### src/rtl/fifo_pkg.sv
// rtl/fifo_pkg.sv - shared FIFO constants and Gray/binary conversion helpers
package fifo_pkg;

    localparam int SYNC_STAGES = 2;

    // 32-bit helpers: callers zero-extend narrower pointers and truncate the result
    function automatic logic [31:0] bin2gray(input logic [31:0] bin);
        return bin ^ (bin >> 1);
    endfunction

    function automatic logic [31:0] gray2bin(input logic [31:0] gray);
        logic [31:0] bin;
        bin[31] = gray[31];
        for (int i = 30; i >= 0; i--) begin
            bin[i] = bin[i+1] ^ gray[i];
        end
        return bin;
    endfunction

endpackage

### src/rtl/fifo_gray_sync.sv
// rtl/fifo_gray_sync.sv - multi-flop synchronizer for a Gray-coded pointer
module fifo_gray_sync
    import fifo_pkg::*;
#(
    parameter int width = 8
) (
    input  logic             clock,
    input  logic             reset_n,
    input  logic [width-1:0] async_value,
    output logic [width-1:0] sync_value
);

    logic [width-1:0] stage [SYNC_STAGES];

    always_ff @(posedge clock or negedge reset_n) begin
        if (!reset_n) begin
            for (int i = 0; i < SYNC_STAGES; i++) begin
                stage[i] <= '0;
            end
        end else begin
            stage[0] <= async_value;
            for (int i = 1; i < SYNC_STAGES; i++) begin
                stage[i] <= stage[i-1];
            end
        end
    end

    assign sync_value = stage[SYNC_STAGES-1];

endmodule

### src/rtl/fifo_read_controller.sv
// rtl/fifo_read_controller.sv - async FIFO read-side pointer, empty and data-valid logic
// Optional almost-empty flag compiled in with FIFO_ALMOST_EMPTY_EN.
module fifo_read_controller
    import fifo_pkg::*;
#(
    parameter int depth        = 8,
    parameter int almost_level = 2
) (
    input  logic             rd_clock,
    input  logic             reset_n,
    input  logic [depth-1:0] wr_gray,
    input  logic             enable,
    output logic [depth-2:0] rd_address,
    output logic [depth-1:0] gray_value,
    output logic             empty,
    output logic             data_valid
`ifdef FIFO_ALMOST_EMPTY_EN
    ,
    output logic             almost_empty
`endif
);

    logic [depth-1:0] wsync2;
    logic [depth-1:0] rd_bin;
    logic [depth-1:0] rd_bin_next;
    logic [depth-1:0] gray_next;
    logic             accept;

    fifo_gray_sync #(
        .width(depth)
    ) u_wr_sync (
        .clock      (rd_clock),
        .reset_n    (reset_n),
        .async_value(wr_gray),
        .sync_value (wsync2)
    );

    assign accept      = enable & ~empty;
    assign rd_bin_next = rd_bin + depth'(accept);
    assign gray_next   = depth'(bin2gray(32'(rd_bin_next)));
    assign rd_address  = rd_bin[depth-2:0];

    // Empty looks ahead at the next pointer so reading the last entry flags it on that edge
    always_ff @(posedge rd_clock or negedge reset_n) begin
        if (!reset_n) begin
            rd_bin     <= '0;
            gray_value <= '0;
            empty      <= 1'b1;
            data_valid <= 1'b0;
        end else begin
            rd_bin     <= rd_bin_next;
            gray_value <= gray_next;
            empty      <= (gray_next == wsync2);
            data_valid <= accept;
        end
    end

`ifdef FIFO_ALMOST_EMPTY_EN
    logic [depth-1:0] wr_bin_sync;
    logic [depth-1:0] level;

    assign wr_bin_sync = depth'(gray2bin(32'(wsync2)));
    assign level       = wr_bin_sync - rd_bin_next;

    always_ff @(posedge rd_clock or negedge reset_n) begin
        if (!reset_n) begin
            almost_empty <= 1'b1;
        end else begin
            almost_empty <= (level <= depth'(almost_level));
        end
    end
`endif

endmodule

### config.mk
export PLATFORM = sky130hd
export DESIGN_NAME = fifo_read_controller
export DESIGN_NICKNAME = d
export VERILOG_FILES = /design/src/rtl/fifo_pkg.sv /design/src/rtl/fifo_gray_sync.sv /design/src/rtl/fifo_read_controller.sv
export SDC_FILE = /design/constraint.sdc
export NUM_CORES = 1
export LEC_CHECK = 0
export CAP_MARGIN = 10
export CORE_ASPECT_RATIO = 0.7
export CORE_UTILIZATION = 53
export DETAILED_ROUTE_END_ITERATION = 6
export PLACE_DENSITY = 0.85
export SETUP_SLACK_MARGIN = 0.15
export SLEW_MARGIN = 20
export SYNTH_ARGS = -nofsm -noshare
export SYNTH_HDL_FRONTEND = slang
export SYNTH_SLANG_ARGS = --single-unit
### constraint.sdc
create_clock -name rd_clock -period 5.75 [get_ports rd_clock]
set_input_delay 0.575 -clock rd_clock [delete_from_list [all_inputs] [get_ports rd_clock]]
set_output_delay 0.575 -clock rd_clock [all_outputs]
set_load 0.02 [all_outputs]
==> summary.txt <==
======================================================================================================
Hold path endpoint ...................................................................... u_wr_sync.sync_value[4]
Prevailing post-synth register cell ..................................................... sky130_fd_sc_hd__dfrtp_1
CTS root buffer ......................................................................... sky130_fd_sc_hd__clkbuf_8
Ratio of cells with drive above 1 in the final layout ...................................       10.69%
Final non-filler cell total .............................................................          165
Cell Pwr Density ........................................................................ 568.2 nW/um^2
Min-delay src ........................................................................... u_wr_sync.stage[12]
Routed wire per std cell ................................................................     15.35 um
Vias in the first global route ..........................................................          865
Starting Density ........................................................................       55.83%
Avg Cell Area, Syn ......................................................................  13.86 sq um
Number of enable flip-flop cells after synthesis ........................................            0
Placer congestion estimate ..............................................................       0.8765
Area delta synth->final .................................................................       31.27%
Hold Slack ..............................................................................    0.3485 ns
Die Wd ..................................................................................     62.83 um
Crit path max fanout ....................................................................            9
Status .................................................................................. complete, no violations
Reg2Reg Depth ...........................................................................            7
Die area ................................................................................   2800 sq um
Number of stages on the worst hold path .................................................            0
Die Ht ..................................................................................     44.58 um
Fraction of the yosys area taken by sequential cells ....................................       60.26%
Setup repair after global routing missed its margin .....................................           no
Cell area after synthesis ...............................................................   1373 sq um
Initial DRC Count .......................................................................           24
Number of I/O port buffers ..............................................................           27
Worst vdd rail ir drop ..................................................................     280.5 uV
R2R Setup Slk ...........................................................................      3.49 ns
Category of the worst setup path capture point ..........................................     register
Dominant cells by area after synthesis .................................................. sky130_fd_sc_hd__dfrtp_1, sky130_fd_sc_hd__xor2_1, sky130_fd_sc_hd__xnor2_1
Type of the worst setup path ............................................................ input pin to register
Final clock period utilization by the worst path ........................................       46.18%
Top cells by instance count after synthesis ............................................. sky130_fd_sc_hd__dfrtp_1, sky130_fd_sc_hd__xor2_1, sky130_fd_sc_hd__xnor2_1
Post-synthesis cell count ...............................................................           99
Total wirelength of the detailed-routed design ..........................................      2533 um
Standard-cell row count .................................................................           15
Worst Hold Class ........................................................................ register to register
Destination of the worst register-to-register timing path ...............................        empty
Most frequently used cell type in the post-synthesis netlist ............................ sky130_fd_sc_hd__dfrtp_1
Pins Over Slew Limit ....................................................................            0
Antenna cell count ......................................................................            0
Finished layout cell area ...............................................................   1802 sq um
CTS Hold Bufs ...........................................................................            0
Depth of the CTS H-tree .................................................................            2
Library cell occupying the most area in the post-synthesis netlist ...................... sky130_fd_sc_hd__dfrtp_1
CTS tree ................................................................................        built
Max Fclk ................................................................................    376.6 MHz
Critical path data arrival time .........................................................      2.86 ns
Number of ports placed on the die boundary ..............................................           28
Largest net degree at the start of global routing .......................................           34
Number of failing hold endpoints at the final stage .....................................            0
Number of antenna violations at the first check in global routing .......................            0
Launching point of the worst reg2reg path ...............................................        empty
Global-route wire length before repair ..................................................      4174 um
Post-CTS Setup Repair Bufs ..............................................................            0
Yosys Warn Count ........................................................................            0
Routed vias .............................................................................          838
Clock transition at the register clock pins on the worst setup and hold paths after CTS .      0.07 ns
Number of flip-flops and latches in the synthesized netlist .............................           33
Post-CTS sizing .........................................................................            0
First drt pass iteration count ..........................................................            4
Clk sink count ..........................................................................           33
Post-DP HPWL ............................................................................      1692 um
Final clock skew ........................................................................  0.002791 ns
Required time of the critical path ......................................................      5.96 ns
Number of distinct library cell variants in the gate-level netlist after synthesis ......           28
MaxCap Viol Count .......................................................................            0
Vias/cell ...............................................................................        5.079
Worst-case headroom to the max-slew limit ...............................................       72.08%
Standard cell area after detailed placement .............................................   1668 sq um
GRT Total Usage .........................................................................       21.71%
Share of synthesized registers carrying an async set or reset ...........................       100.0%
Slew at the pin closest to its max-slew limit ...........................................    0.4188 ns
Final nets ..............................................................................          143
Final setup vio count ...................................................................            0
Minimum clock period after layout .......................................................     2.655 ns
Number of buffers created by CTS ........................................................            5
Post-route setup TNS ....................................................................         0 ns
Maximum buffer depth of the clock tree ..................................................            2
Yosys top cell area share ...............................................................       58.34%
CP startpoint kind ......................................................................    input pin
Post-synth net total ....................................................................          112
Worst skew pair latency .................................................................      0.29 ns
Placed Instances ........................................................................          157
GR Overflow Total .......................................................................            0
Final ANT Viol Nets .....................................................................            0
Post-route DRC violation count ..........................................................            0
Std-Cell Core Area ......................................................................   2459 sq um
Total leakage power .....................................................................    0.8007 nW
======================================================================================================
where the power goes:
group / switching [mW] / internal (mW) / leakage [nW]
combinational: 0.213 / 0.204 / 0.338
clock: 0.0842 / 0.172 / 0.0681
sequential: 0.0636 / 0.287 / 0.394
total: 0.361 / 0.663 / 0.801
critical path, stage by stage:
cell and delay (ns):
sky130_fd_sc_hd__clkdlybuf4s50_1 0.46, sky130_fd_sc_hd__nor2b_1 0.23, sky130_fd_sc_hd__ha_1 0.40, sky130_fd_sc_hd__nand4_1 0.17, sky130_fd_sc_hd__xor2_1 0.38, sky130_fd_sc_hd__o211ai_1 0.16, sky130_fd_sc_hd__mux2_4 0.29, sky130_fd_sc_hd__nor4_4 0.20
registers in the layout (all words and copies together), names as in the netlist:
name and count:
u_wr_sync.sync_value 8, u_wr_sync.stage 8, empty 1, data_valid 1
gray_value 8, rd_bin 7
worst max-delay path by stage:
stage                start  endpoint  slack, ns  depth (start not counted)
global route        enable     empty       2.91                          8
finish              enable     empty       3.09                          8
floorplan           enable     empty       3.55                          8
detailed placement  enable     empty       2.84                          8
global placement    enable     empty       2.96                          8
CTS                 enable     empty       3.11                          8
cells in the final DEF (no fill, tap or decap), types with 3 or more instances in the layout:
cell type                          n
sky130_fd_sc_hd__xnor2_1          10
sky130_fd_sc_hd__nand3_1           3
sky130_fd_sc_hd__clkbuf_8          5
sky130_fd_sc_hd__clkdlybuf4s50_1  27
sky130_fd_sc_hd__inv_1             3
sky130_fd_sc_hd__dfrtp_1          32
sky130_fd_sc_hd__nand2_1           3
sky130_fd_sc_hd__xnor3_1           3
sky130_fd_sc_hd__xor2_1           12
sky130_fd_sc_hd__nor2b_1           5
layout make-up:
cell class | count | area [sq um]
well taps | 34 | 42.54
clock buffers | 5 | 68.82
multi-input cells | 58 | 505.5
fillers | 161 | 656.9
clock inverters | 3 | 65.06
flip-flops and latches | 33 | 827.0
inverters | 4 | 15.01
repair buffers | 28 | 277.8
through the flow:
stage	power [mW]	utilization, %	setup WS (ns)
finish	1.024	73.28	3.095
global route	1.068	73.28	2.910
CTS	1.024	73.28	3.109
detailed placement	0.7610	67.84	2.841
global placement	0.7452	67.84	2.958
floorplan	0.6217	-	3.546
metal layers:
metal,vias to the layer above,wire [um],global-route usage [%]
li1,389,-,-
met1,404,1064,25.30
met4,0,59,12.09
met5,-,0,0
met3,8,165,9.021
met2,37,1244,35.00
cells by family after synthesis:
family                     after synthesis  synth area share (%)
DFF                                     33                 60.26
xor gates and xnor gates                25                 18.96
and+or+nand+nor                         20                 9.753
AOI/OAI and AO/OA                       10                 5.196
buffers and inverters                    8                 2.916
adders and majority gates                2                 1.823
muxes                                    1                 1.094
(Power assumes the default switching activity.)
==> RTL edit: new RTL, same settings <==
Change the parameter `depth` from 8 to 16.
--- a/src/rtl/fifo_read_controller.sv
+++ b/src/rtl/fifo_read_controller.sv
@@ -3,7 +3,7 @@
 module fifo_read_controller
     import fifo_pkg::*;
 #(
-    parameter int depth        = 8,
+    parameter int depth        = 16,
     parameter int almost_level = 2
 ) (
     input  logic             rd_clock,
Interface: changed (resized gray_value, rd_address and wr_gray); port bits go from 28 to 52. No check against the original RTL was run, so the function may have changed too.
==> RTL edit against the unedited design <==
- worst setup slack worse by 470 ps
- final area rose by 92%
- sequential share of layout area is 1.1 points higher
- critical path type unchanged
- synthesized cell count is 110% higher
- total power grew 37%
- area after synthesis rose by 100%
- count of clock-buffer cells in the layout is 5 higher
- wire length is 99% higher
- combinational power fell by 2%
- sequential cell count increased by 32
- via count is 99% higher
- critical path depth up 1
==> RTL edit: results (changes against the unedited design) <==
Finish
  – Layout Nets: 282 (+97%)
  – Number of filler cells placed in the layout: 363 (+130%)
  – Fraction of layout cells with a size suffix above 1: 10.53% (-0.16 points)

Worst setup path
  – R2r setup slk: 2950 ps (-540 ps)
  – Worst Path Arrival: 3380 ps (+520 ps)

Drt
  – Post-detailed-routing wire length: 5.029 mm (+99%)
  – Vias post-DR: 1664 (+99%)

Synth
  – Nets in the synthesized netlist: 232 (+110%)
  – Synth cell types: 42 (+50%)
  – Register area share after synthesis: 59.38% (-0.88 points)
  – Most frequent cells after synthesis: sky130_fd_sc_hd__dfrtp_1, sky130_fd_sc_hd__xnor2_1, sky130_fd_sc_hd__xor2_1

STA
  – Headroom to the max-slew limit: 48.06% (-24 points)
  – Clk_skew: 7.131 ps (+4.341 ps)

Placed design
  – Instance area after placement: 3256 um^2 (+95%)
  – GP Congestion: 0.7872 (-10%)
  – # port buffers: 51 (+89%)
  – Hpwl dp: 3.600 mm (+110%)

Global route
  – Wire length of the first global-routing pass: 8.342 mm (+100%)
  – Largest net degree at the start of global routing: 66 (+94%)
  – All-layer global routing usage: 21.57% (-0.14 points)

Outcome
  – Outcome: complete, no violations

CTS
  – Worst-skew pair later-pin latency: 340 ps (+50 ps)
  – H-Tree Depth: 3 (+1)
  – CTS buffer count: 9 (+4)

Worst hold path
  – Startpoint of the tightest hold check path: u_wr_sync.stage[18]
  – Endpoint with the worst hold slack: u_wr_sync.sync_value[2]
-- RTL edit: cell type report --
type / instances / area [um^2] / area share (%)
Timing Repair Buffer: 52 / 513.0 / 14.83
Tap cell: 69 / 86.33 / 2.495
Multi-Input combinational cell: 123 / 991.0 / 28.64
Inverter: 10 / 37.54 / 1.085
Sequential cell: 65 / 1628 / 47.05
Clock buffer: 10 / 137.6 / 3.978
Clock inverter: 6 / 66.31 / 1.917
-- RTL edit: worst max-delay path: stages --
cell and delay [ps]:
sky130_fd_sc_hd__clkdlybuf4s50_1 460, sky130_fd_sc_hd__nor2b_1 300, sky130_fd_sc_hd__ha_1 420, sky130_fd_sc_hd__nand4_2 340
sky130_fd_sc_hd__nor4_1 400, sky130_fd_sc_hd__xnor2_1 300, sky130_fd_sc_hd__xor2_1 220, sky130_fd_sc_hd__mux2i_1 110
sky130_fd_sc_hd__nor4_2 270
-- RTL edit: per-stage QoR --
stage	cells	hold slack [ps]	util [%]
2_1_floorplan	211	279.4	-
3_5_place_dp	319	335.5	66.62
6_report	335	349.9	70.79
4_1_cts	335	352.3	70.79
5_1_grt	335	359.9	70.79
3_3_place_gp	319	331.3	66.62
-- RTL edit: worst max-delay path by stage --
stage | from | to | slack, ps | depth (start not counted)
global placement | enable | empty | 2480 | 9
detailed placement | enable | empty | 2300 | 9
global route | enable | empty | 2360 | 9
floorplan | enable | empty | 3220 | 9
CTS | enable | empty | 2590 | 9
finish | enable | empty | 2620 | 9
-- RTL edit: logic make-up after synthesis --
family          after synthesis  synth area share, %
compound gates               17                4.382
xor+xnor                     49                17.16
flops                        65                59.38
fa+ha+maj                     2               0.9127
mux                           4                1.461
buf+inv                      23                4.473
simple gates                 51                12.23
-- RTL edit: metal layers --
layer  up-vias  GRT usage (%)  part of all wire, %
li1        802              -                    -
met1       799          30.58                   48
met2        55          30.04                   45
met3         8          8.245                  5.7
met4         0          8.197                  1.5
met5         -              0                    0
-- RTL edit: where the power goes --
| group | leakage [nW] | total (W) | switching (W) | internal (W) |
|---|---|---|---|---|
| registers | 0.804 | 0.000602 | 0.0000846 | 0.000518 |
| clock network | 0.0949 | 0.000390 | 0.000178 | 0.000212 |
| logic | 0.615 | 0.000407 | 0.000199 | 0.000208 |
